==> config.mk <==
export PLATFORM = sky130hd
export DESIGN_NAME = spi_flash_mem_ctrl_multi
export DESIGN_NICKNAME = d
export VERILOG_FILES = /design/src/rtl/spi_flash_mem_ctrl_multi.sv
export SDC_FILE = /design/constraint.sdc
export NUM_CORES = 1
export LEC_CHECK = 0
export BUFFER_PORTS_ARGS = -buffer_cell sky130_fd_sc_hd__buf_2
export CAP_MARGIN = 20
export CORE_MARGIN = 3
export CORE_UTILIZATION = 30
export DETAILED_ROUTE_END_ITERATION = 7
export PLACE_DENSITY_LB_ADDON = 0.15
export RECOVER_POWER = 50
export SLEW_MARGIN = 10
export SYNTH_ARGS = -nofsm -noshare
export SYNTH_HDL_FRONTEND = slang
export SYNTH_SLANG_ARGS = --single-unit
==> constraint.sdc <==
create_clock -name sck -period 3.1 [get_ports sck]
set_clock_uncertainty 0.1 [all_clocks]
set_input_delay 0.62 -clock sck [delete_from_list [all_inputs] [get_ports sck]]
set_output_delay 0.62 -clock sck [all_outputs]
set_load 0.02 [all_outputs]
==> src/rtl/spi_flash_mem_ctrl_multi.sv <==
// SPI flash protocol engine: decodes host commands arriving on a 4-bit dq bus
// and turns them into byte-wide requests to a synchronous backing memory.
// Supports single/dual/quad reads, quad I/O read, status read, write-enable
// latch and page program with in-page address wrap.
//
// Host/memory handshake: a memory request is a single-cycle pulse on
// mem_req_valid. The memory samples the request at the next rising sck edge,
// and a read response is valid at the edge after that. Requests are decoded
// combinationally from the registered state, so a request tied to the last
// bit of an address or data byte can use that bit straight from dq_in.
// Requests are suppressed whenever cs is high.
module spi_flash_mem_ctrl_multi #(
  parameter int ADDR_BITS  = 24,
  parameter int ADDR_BYTES = 3,
  parameter int FAST_DUMMY = 8,
  parameter int QIO_DUMMY  = 6,
  parameter int PAGE_BITS  = 8
) (
  input  logic                 sck,
  input  logic                 reset,
  input  logic                 cs,
  input  logic [3:0]           dq_in,
  output logic [3:0]           dq_out,
  output logic [3:0]           dq_drive,
  output logic                 mem_req_valid,
  output logic [ADDR_BITS-1:0] mem_req_addr,
  output logic [7:0]           mem_req_data,
  output logic                 mem_req_r_wb,
  input  logic [7:0]           mem_resp_data,
  output logic                 wel,
  output logic [2:0]           dbg_state
);

  typedef enum logic [2:0] {
    S_IDLE   = 3'd0,
    S_CMD    = 3'd1,
    S_ADDR   = 3'd2,
    S_DUMMY  = 3'd3,
    S_DATA   = 3'd4,
    S_PROG   = 3'd5,
    S_IGNORE = 3'd6
  } state_e;

  // Lane width of the data phase
  localparam logic [1:0] LN1 = 2'd0;
  localparam logic [1:0] LN2 = 2'd1;
  localparam logic [1:0] LN4 = 2'd2;

  // Index of the last address edge for single-lane and quad-lane addresses
  localparam logic [7:0] ADDR_LAST_S  = 8'(ADDR_BYTES * 8 - 1);
  localparam logic [7:0] ADDR_LAST_Q  = 8'(ADDR_BYTES * 2 - 1);
  localparam logic [7:0] FAST_DUMMY_C = 8'(FAST_DUMMY);
  localparam logic [7:0] QIO_DUMMY_C  = 8'(QIO_DUMMY);

  state_e               state_q, state_d;
  logic [7:0]           cnt_q, cnt_d;
  logic [6:0]           cmd_q, cmd_d;
  logic [ADDR_BITS-1:0] addr_q, addr_d;
  logic [7:0]           sh_q, sh_d;
  logic [3:0]           dq_out_q, dq_out_d;
  logic [3:0]           dq_drive_q, dq_drive_d;
  logic                 wel_q, wel_d;
  logic                 quad_addr_q, quad_addr_d;
  logic [7:0]           dummy_q, dummy_d;
  logic [1:0]           lanes_q, lanes_d;
  logic                 status_q, status_d;
  logic                 prog_q, prog_d;

  logic [7:0]           cmd_byte_c;
  logic [ADDR_BITS-1:0] addr_shift_c;
  logic [ADDR_BITS-1:0] addr_page_inc_c;
  logic                 addr_last_c;
  logic                 byte_last_c;
  logic [7:0]           src_c;

  // Helper decodes shared by the next-state logic
  always_comb begin
    cmd_byte_c   = {cmd_q, dq_in[0]};
    addr_shift_c = quad_addr_q ? {addr_q[ADDR_BITS-5:0], dq_in}
                               : {addr_q[ADDR_BITS-2:0], dq_in[0]};
    addr_page_inc_c = {addr_q[ADDR_BITS-1:PAGE_BITS],
                       addr_q[PAGE_BITS-1:0] + PAGE_BITS'(1)};
    addr_last_c  = quad_addr_q ? (cnt_q == ADDR_LAST_Q) : (cnt_q == ADDR_LAST_S);
    case (lanes_q)
      LN2:     byte_last_c = (cnt_q == 8'd3);
      LN4:     byte_last_c = (cnt_q == 8'd1);
      default: byte_last_c = (cnt_q == 8'd7);
    endcase
  end

  // State and datapath registers
  always_ff @(posedge sck or negedge reset) begin
    if (!reset) begin
      state_q     <= S_IDLE;
      cnt_q       <= 8'd0;
      cmd_q       <= 7'd0;
      addr_q      <= '0;
      sh_q        <= 8'd0;
      dq_out_q    <= 4'd0;
      dq_drive_q  <= 4'd0;
      wel_q       <= 1'b0;
      quad_addr_q <= 1'b0;
      dummy_q     <= 8'd0;
      lanes_q     <= LN1;
      status_q    <= 1'b0;
      prog_q      <= 1'b0;
    end else begin
      state_q     <= state_d;
      cnt_q       <= cnt_d;
      cmd_q       <= cmd_d;
      addr_q      <= addr_d;
      sh_q        <= sh_d;
      dq_out_q    <= dq_out_d;
      dq_drive_q  <= dq_drive_d;
      wel_q       <= wel_d;
      quad_addr_q <= quad_addr_d;
      dummy_q     <= dummy_d;
      lanes_q     <= lanes_d;
      status_q    <= status_d;
      prog_q      <= prog_d;
    end
  end

  // Next-state, shift-out and memory-request decode
  always_comb begin
    state_d       = state_q;
    cnt_d         = cnt_q;
    cmd_d         = cmd_q;
    addr_d        = addr_q;
    sh_d          = sh_q;
    dq_out_d      = 4'd0;
    dq_drive_d    = 4'd0;
    wel_d         = wel_q;
    quad_addr_d   = quad_addr_q;
    dummy_d       = dummy_q;
    lanes_d       = lanes_q;
    status_d      = status_q;
    prog_d        = prog_q;
    src_c         = 8'd0;
    mem_req_valid = 1'b0;
    mem_req_r_wb  = 1'b1;
    mem_req_addr  = addr_q;
    mem_req_data  = 8'd0;

    if (cs) begin
      // Deselect ends any transaction; a program consumes the latch
      state_d = S_IDLE;
      cnt_d   = 8'd0;
      if (prog_q) wel_d = 1'b0;
      prog_d  = 1'b0;
    end else begin
      case (state_q)
        S_IDLE: begin
          // This edge carries the first opcode bit
          cmd_d       = {6'd0, dq_in[0]};
          cnt_d       = 8'd1;
          state_d     = S_CMD;
          status_d    = 1'b0;
          prog_d      = 1'b0;
          quad_addr_d = 1'b0;
          dummy_d     = 8'd0;
          lanes_d     = LN1;
        end
        S_CMD: begin
          if (cnt_q == 8'd7) begin
            cnt_d = 8'd0;
            case (cmd_byte_c)
              8'h06: begin wel_d = 1'b1; state_d = S_IGNORE; end
              8'h04: begin wel_d = 1'b0; state_d = S_IGNORE; end
              8'h05: begin status_d = 1'b1; lanes_d = LN1; state_d = S_DATA; end
              8'h03: state_d = S_ADDR;
              8'h0B: begin dummy_d = FAST_DUMMY_C; state_d = S_ADDR; end
              8'h3B: begin dummy_d = FAST_DUMMY_C; lanes_d = LN2; state_d = S_ADDR; end
              8'h6B: begin dummy_d = FAST_DUMMY_C; lanes_d = LN4; state_d = S_ADDR; end
              8'hEB: begin
                dummy_d     = QIO_DUMMY_C;
                lanes_d     = LN4;
                quad_addr_d = 1'b1;
                state_d     = S_ADDR;
              end
              8'h02: begin
                if (wel_q) begin
                  prog_d  = 1'b1;
                  state_d = S_ADDR;
                end else begin
                  state_d = S_IGNORE;
                end
              end
              default: state_d = S_IGNORE;
            endcase
          end else begin
            cmd_d = {cmd_q[5:0], dq_in[0]};
            cnt_d = cnt_q + 8'd1;
          end
        end
        S_ADDR: begin
          addr_d = addr_shift_c;
          cnt_d  = cnt_q + 8'd1;
          if (addr_last_c) begin
            cnt_d = 8'd0;
            if (prog_q) begin
              state_d = S_PROG;
            end else if (dummy_q == 8'd0) begin
              // No dummy: fetch the first byte with the final address bits
              mem_req_valid = 1'b1;
              mem_req_addr  = addr_shift_c;
              addr_d        = addr_shift_c + ADDR_BITS'(1);
              state_d       = S_DATA;
            end else begin
              state_d = S_DUMMY;
            end
          end
        end
        S_DUMMY: begin
          cnt_d = cnt_q + 8'd1;
          if (cnt_q == dummy_q - 8'd1) begin
            mem_req_valid = 1'b1;
            addr_d        = addr_q + ADDR_BITS'(1);
            cnt_d         = 8'd0;
            state_d       = S_DATA;
          end
        end
        S_DATA: begin
          // First edge of a byte loads the fresh memory/status byte
          if (cnt_q == 8'd0) src_c = status_q ? {6'd0, wel_q, 1'b0} : mem_resp_data;
          else               src_c = sh_q;
          case (lanes_q)
            LN2: begin
              dq_out_d   = {2'b00, src_c[7:6]};
              dq_drive_d = 4'b0011;
              sh_d       = src_c << 2;
            end
            LN4: begin
              dq_out_d   = src_c[7:4];
              dq_drive_d = 4'b1111;
              sh_d       = src_c << 4;
            end
            default: begin
              dq_out_d   = {2'b00, src_c[7], 1'b0};
              dq_drive_d = 4'b0010;
              sh_d       = src_c << 1;
            end
          endcase
          if (byte_last_c) begin
            cnt_d = 8'd0;
            // Fetch the next byte so it lands on the next byte's first edge
            if (!status_q) begin
              mem_req_valid = 1'b1;
              addr_d        = addr_q + ADDR_BITS'(1);
            end
          end else begin
            cnt_d = cnt_q + 8'd1;
          end
        end
        S_PROG: begin
          sh_d  = {sh_q[6:0], dq_in[0]};
          cnt_d = cnt_q + 8'd1;
          if (cnt_q == 8'd7) begin
            // Byte completes on this edge: write it, advance within the page
            mem_req_valid = 1'b1;
            mem_req_r_wb  = 1'b0;
            mem_req_data  = {sh_q[6:0], dq_in[0]};
            addr_d        = addr_page_inc_c;
            cnt_d         = 8'd0;
          end
        end
        S_IGNORE: begin
          cnt_d = cnt_q;
        end
        default: state_d = S_IDLE;
      endcase
    end
  end

  assign dq_out    = dq_out_q;
  assign dq_drive  = dq_drive_q;
  assign wel       = wel_q;
  assign dbg_state = state_q;

endmodule

==> results of run 1 <==
state kept, by name, indices dropped and copies added (netlist names):
signal	flops
addr_q	24
cnt_q	8
sh_q	8
cmd_q	7
dq_out	4
dbg_state	3
dq_drive	3
dummy_q	2
lanes_q	2
prog_q	1
quad_addr_q	1
status_q	1
wel	1
path summary, 6_finish.rpt:
path | end | slack, ns | cells past startpoint
min in group asynchronous | dq_out[3] | 0.76 | 2
hold / removal | dummy_q[3] | 0.41 | 2
setup reg to reg | addr_q[15] | 0.29 | 7
hold reg to reg | dummy_q[3] | 0.41 | 2
max in group asynchronous | quad_addr_q | 0.95 | 2
setup / recovery | mem_req_addr[19] | -0.14 | 9
metrics by stage:
step                utilization (%)  total power, W  hold WS (ns)
floorplan                         -        0.002976        0.2244
global placement              35.49        0.003725        0.3732
detailed placement            35.49        0.003728        0.4144
CTS                           39.41        0.004902        0.2107
global route                  40.48        0.005261        0.4376
finish                        40.48        0.004912        0.4138
layer usage:
layer | routed length, um | vias to the layer above
met1 | 9195 | 2859
met3 | 960 | 30
met2 | 8419 | 185
met4 | 325 | 0
li1 | - | 2779
met5 | 0 | -
power breakdown:
group          switching [W]  internal (W)  total [W]
Combinational        0.00150      0.000953    0.00245
Clock               0.000427      0.000646    0.00107
Sequential          0.000357       0.00103    0.00139
placed cells by master (no fill, tap or decap), types with 15 or more instances in the layout:
master    n
dfrtp_1  64
a21oi_2  16
buf_6    21
nor3_1   15
inv_1    20
mux2i_1  25
nand3_1  38
a21oi_1  41
nor2_1   54
nand2_1  74
buf_2    22
nor2b_1  16
o21ai_0  58
buf_4    64
what timing repair did:
item / CTS / global route
setup buffers: 10 / 9
endpoints found under the setup margin: 34 / 34
pin swaps: 5 / 5
gates cloned: 4 / 0
resized for setup: 61 / 45
logic make-up after synthesis:
group	count (synthesis)	synth area share (%)
flip-flops	65	29.50
multiplexers	33	6.172
adder cells (fa/ha/maj)	7	1.588
XOR/XNOR	22	3.495
buffers and inverters	80	5.899
AND/OR/NAND/NOR	295	27.59
AO/OA/AOI/OAI	214	25.75
worst min-delay path: stages (launching register included):
cell and delay, ns:
dfrtp_1 0.35, nand2_1 0.05, o21ai_0 0.07
cell usage after synthesis (all sizes together) (10+ instances only):
master  count
dfrtp      65
nand3      40
mux2i      25
nor2b      16
inv        21
and2       10
nand2      75
nand4      12
a21oi      57
a22o       10
nand3b     10
o21ai      62
nor3       17
clkbuf     43
nor2       66
xor2       13
o22ai      13
buf        15
area by class of cell:
type | count | area, sq um | area share [%]
clock inverter | 6 | 66.31 | 0.9277
clock buffer | 10 | 239.0 | 3.343
inverter | 22 | 85.08 | 1.190
multi-input combinational | 571 | 3781 | 52.90
tap | 225 | 281.5 | 3.938
sequential | 65 | 1628 | 22.77
timing repair buffer | 124 | 1067 | 14.93
==> impl_metrics.json, run 1 <==
{
  "outcome": "complete, but fails checks",
  "violations": "max-capacitance violations, max-slew violations, negative setup slack",
  "grt_overflow_total": 0,
  "timing.final.crit_period_ns": 3.239,
  "cp-end-kind": "output port",
  "hold_path.class": "reg2reg",
  "post-place-ws_ns": 0.06854,
  "cpLargestDelayFamily": "simple AND/OR/NAND/NOR gates",
  "slowest_stage": "or4_4",
  "cts_tree": "done",
  "cts.sinks": 65,
  "ctsHoldBuffers": 0,
  "grtUsageTotal_pct": 18.79,
  "fillers": 1816,
  "hold_viol": 0,
  "numCtsBuffers": 9,
  "clkLatencyLatePin_ns": 0.34,
  "finalNonFillerCells": 1023,
  "yosysWarnings": 0,
  "area_delta_synth_final_pct": 29.63,
  "yosysTopAreaCellShare_pct": 29.50,
  "syn_nets": 738,
  "rsz0062_at_grt": "true",
  "drtPass1Iterations": 5,
  "synth_seq_cells": 65,
  "setup-violations-final": 25,
  "cp-start-kind": "flop",
  "slew_headroom_pct": -20.29,
  "critPathArrivalTime_ns": 2.52,
  "clk_pin_slew_worst_paths_ns": 0.06,
  "powerDensity_nw_per_um2": 687.2,
  "antenna_found_initial": 0,
  "antenna_cells": 0,
  "synthDistinctLibCells": 72,
  "worst-path-buf-inv": 4,
  "antenna_left": 0,
  "ys_seq_area_share_pct": 29.50,
  "grt_use_met2_pct": 27.58,
  "async_flop_share_pct": 100.0,
  "critPathKind": "reg2out",
  "cts-root-buf": "clkbuf_16",
  "port_buffers": 60,
  "coreArea_sq_um": 17660,
  "routabilityCongestion": 0.8646,
  "htree_levels": 3,
  "grt_pass1_wl_um": 30680,
  "dp_hpwl_um": 12610,
  "globalRouteMet1Util_pct": 28.52,
  "drt_iter0_drc": 610,
  "maxCapViolCount": 1,
  "design_area_sq_um": 7148,
  "critPathMaxStageDelay_ns": 0.56,
  "r2r_start": "cnt_q[6]",
  "crit_fanout": 6,
  "fp.dieW_um": 141.6,
  "use_met3_pct": 2.292,
  "worst_slack_ns": -0.1390,
  "routed_wl_um": 18900,
  "syn_avg_cell_area_sq_um": 7.701,
  "yosysTopAreaCell": "dfrtp_1",
  "syn_inst": 716,
  "fmax_mhz": 308.7,
  "required_ns": 2.38,
  "crit_chain": "or4_4 > a2111o_1 > nor2_4 > buf_12 > buf_12 > buf_8 > nor2_1 > a21oi_1 > buf_4",
  "initial_utilization_pct": 31.23,
  "synth-main-ff-cell": "dfrtp_1",
  "vdd_drop_max_v": 0.0003433,
  "cts_buffer_depth": 2,
  "fin_crit_sh_pct": 104.5,
  "crit_path_start": "cnt_q[5]",
  "tns_ns": -2.336,
  "worstHoldStart": "dummy_q[3]",
  "synthTopCellsByArea": "dfrtp_1 (29%), o21ai_0 (5.4%), a21oi_1 (5.2%)",
  "netlist_area_sq_um": 5514,
  "die_height_um": 141.6,
  "grt_pass1_vias": 5606,
  "drt-vias-per-instance": 5.721,
  "grt_max_degree": 66,
  "vias": 5853,
  "busiest_layer": "met1",
  "drive_gt1_share_pct": 25.69,
  "ios": 61,
  "slew_violations": 66,
  "die_area_sq_um": 20040,
  "drc": 0,
  "place_area_sq_um": 6267,
  "worst_slew_pin_slew_ns": 1.804,
  "path_common_cell": "buf_12",
  "p_leak_nw": 2.801,
  "synth_edf_count": 0,
  "rows": 48,
  "placed_cells": 985,
  "nNetsFinal": 815,
  "routedWlPerCell_um": 18.48
}
Note: power is estimated with default switching activity, not from simulation.
==> run 2: changes to the inputs <==
--- a/config.mk
+++ b/config.mk
@@ -7,5 +7,5 @@
 export LEC_CHECK = 0
 export BUFFER_PORTS_ARGS = -buffer_cell sky130_fd_sc_hd__buf_2
-export CAP_MARGIN = 20
+export CORE_ASPECT_RATIO = 0.9
 export CORE_MARGIN = 3
 export CORE_UTILIZATION = 30
==> constraint.sdc (replaced) <==
create_clock -name sck -period 3.1 [get_ports sck]
set_clock_uncertainty 0.1 [all_clocks]
set_input_delay 0.155 -clock sck [delete_from_list [all_inputs] [get_ports sck]]
set_output_delay 0.155 -clock sck [all_outputs]
set_load 0.02 [all_outputs]
==> run 2 against run 1 <==
Register-to-register slack worse by 0.05 ns. First-iteration DRC count is 7.2% lower. Via count is 3.9% lower. Combinational power is 4% lower. Hold slack worse by 0.27 ns. Sequential share of layout area is 2.4 points higher. Total power is 2.6% lower. The run ends with max-capacitance violations, max-slew violations left. Wire length is 5.6% lower.
==> impl_metrics.json, run 2 (synthesized netlist as in run 1, its figures left out) <==
{
  "outcome": "complete, but fails checks",
  "violations": "max-capacitance violations, max-slew violations",
  "coreArea_sq_um": 17840,
  "p_comb_share_pct": 49.1,
  "antenna_found_initial": 0,
  "post-place-ws_ns": 0.2538,
  "slew_violations": 29,
  "critPathMaxStageDelay_ns": 0.56,
  "hold_path.class": "in2reg",
  "largest_reg_flops": 24,
  "grt_pass1_vias": 5480,
  "finalNonFillerCells": 1013,
  "layout_commonest_cell": "nand2_1",
  "drt-vias-per-instance": 5.555,
  "clk_pin_slew_worst_paths_ns": 0.06,
  "crit_chain": "or4_1 > a2111o_1 > nor2_4 > buf_12 > buf_4 > nor2_1 > a31oi_1 > buf_2",
  "nNetsFinal": 790,
  "p_seq_share_pct": 28.1,
  "port_buffers": 60,
  "routedWlPerCell_um": 17.62,
  "vias": 5627,
  "cts.sinks": 65,
  "rsz0062_at_grt": "false",
  "die_height_um": 134.6,
  "antenna_left": 0,
  "cts_buffer_depth": 2,
  "maxCapViolCount": 1,
  "swShare_pct": 46.80,
  "drive_gt1_share_pct": 15.91,
  "cpLargestDelayFamily": "simple AND/OR/NAND/NOR gates",
  "top_register": "addr_q",
  "fp.dieW_um": 148.9,
  "placed_cells": 995,
  "vdd_drop_max_v": 0.0004601,
  "powerDensity_nw_per_um2": 739.5,
  "fmax_mhz": 333.1,
  "top_regs": "addr_q x24, cnt_q x8, sh_q x8",
  "critPathArrivalTime_ns": 2.75,
  "drc": 0,
  "internal-power_w": 0.002545,
  "grt_max_degree": 53,
  "fin_total_pwr_w": 0.004784,
  "grtUsageTotal_pct": 18.06,
  "critPathKind": "reg2out",
  "cts_tree": "done",
  "numCtsBuffers": 9,
  "dp_hpwl_um": 12870,
  "rows": 46,
  "slew_headroom_pct": -19.26,
  "whs_path_depth": 3,
  "hold_viol": 0,
  "tns_ns": 0,
  "grt_overflow_total": 0,
  "area_delta_synth_final_pct": 17.31,
  "drtPass1Iterations": 5,
  "ios": 61,
  "p_leak_nw": 2.571,
  "p_clk_share_pct": 22.8,
  "routabilityCongestion": 0.8970,
  "r2r_start": "cnt_q[4]",
  "htree_levels": 3,
  "design_area_sq_um": 6469,
  "p_switching_w": 0.002239,
  "drt_iter0_drc": 566,
  "cp-end-kind": "output port",
  "worst_slew_pin_slew_ns": 1.789,
  "whs_endpoint": "sh_q[0]",
  "rr_endpoint": "addr_q[7]",
  "worst-path-buf-inv": 3,
  "r2r_slack_ns": 0.24,
  "slowest_stage": "or4_1",
  "final_cell_mix": "nand2_1 (75), nor2_1 (65), dfrtp_1 (64)",
  "grt_pass1_wl_um": 29240,
  "crit_fanout": 11,
  "timing.final.crit_period_ns": 3.002,
  "die_area_sq_um": 20040,
  "clkLatencyLatePin_ns": 0.34,
  "worst_slack_ns": 0.09784,
  "fillers": 1899,
  "worstHoldStart": "dq_in[0]",
  "routed_wl_um": 17850,
  "cp-start-kind": "flop",
  "place_area_sq_um": 6168,
  "fin_crit_sh_pct": 96.84,
  "antenna_cells": 0,
  "reg2reg_depth": 6,
  "required_ns": 2.84,
  "setup-violations-final": 0,
  "initial_utilization_pct": 30.90,
  "cts-root-buf": "clkbuf_16"
}
## run 2: cell count changes in the layout (fill, tap and decap cells not counted), moves of 6 or more
cell / delta
clkbuf_1: +11
nor2_2: -6
a21oi_2: -16
a21oi_1: +16
buf_2: +27
buf_4: -34
nor2_1: +11
buf_6: -21
and2_4: -6
and2_1: +6
## run 2: power by group through the flow
| stage | registers (W) | logic [W] | clock network (W) |
|---|---|---|---|
| 3_3_place_gp | 0.00135 | 0.00237 | 0 |
| 2_1_floorplan | 0.00117 | 0.00177 | 0 |
| 4_1_cts | 0.00134 | 0.00237 | 0.00112 |
| 6_report | 0.00134 | 0.00235 | 0.00109 |
| 5_1_grt | 0.00138 | 0.00261 | 0.00115 |
| 3_5_place_dp | 0.00135 | 0.00235 | 0 |
## run 2: what timing repair did
item | CTS | global route
setup endpoints to repair | 6 | 0
hold buffers | 1 | 0
endpoints found under the hold margin | 28 | 0
setup buffers | 1 | 0
resized for setup | 0 | 0
## run 2: final cells by class
class	count	area [sq um]	share of cell area (%)
Timing Repair Buffer	99	584.3	9.033
Inverter	22	82.58	1.277
Clock inverter	6	72.57	1.122
Clock buffer	10	239.0	3.694
Tap cell	240	300.3	4.642
Sequential cell	65	1628	25.16
Multi-Input combinational cell	571	3562	55.07
## run 2: worst max-delay path by stage
stage	from	to	slack, ns	depth (start not counted)
2_1_floorplan	cnt_q[3]	mem_req_addr[15]	0.43	7
3_3_place_gp	cnt_q[4]	addr_q[7]	0.25	6
3_5_place_dp	cnt_q[4]	addr_q[3]	0.25	7
4_1_cts	cnt_q[5]	mem_req_addr[15]	0.1	8
5_1_grt	cnt_q[4]	mem_req_data[1]	0.01	7
6_report	cnt_q[5]	mem_req_addr[15]	0.1	8
## run 2: metal layers
metal  wire length, um  part of all wire [%]  GRT usage [%]
met3               901                   5.0          2.919
met5                 0                     0              0
met4               286                   1.6          5.948
met1              8935                    50          26.52
met2              7728                    43          27.04
## run 2: through the flow
stage	hold slack (ns)	utilization [%]
after floorplan	-0.2406	-
after detailed placement	0.1683	34.57
after global routing	0.1376	36.26
final	0.1431	36.26
after global placement	0.1672	34.57
after CTS	0.1237	36.49
## run 2: worst register-to-register path, delay by kind of cell, from the launching register on
| kind | cells | cell delay (ns) |
|---|---|---|
| AO/OA/AOI/OAI | 5 | 1.47 |
| flip-flops | 1 | 0.45 |
| AND/OR/NAND/NOR | 1 | 0.75 |
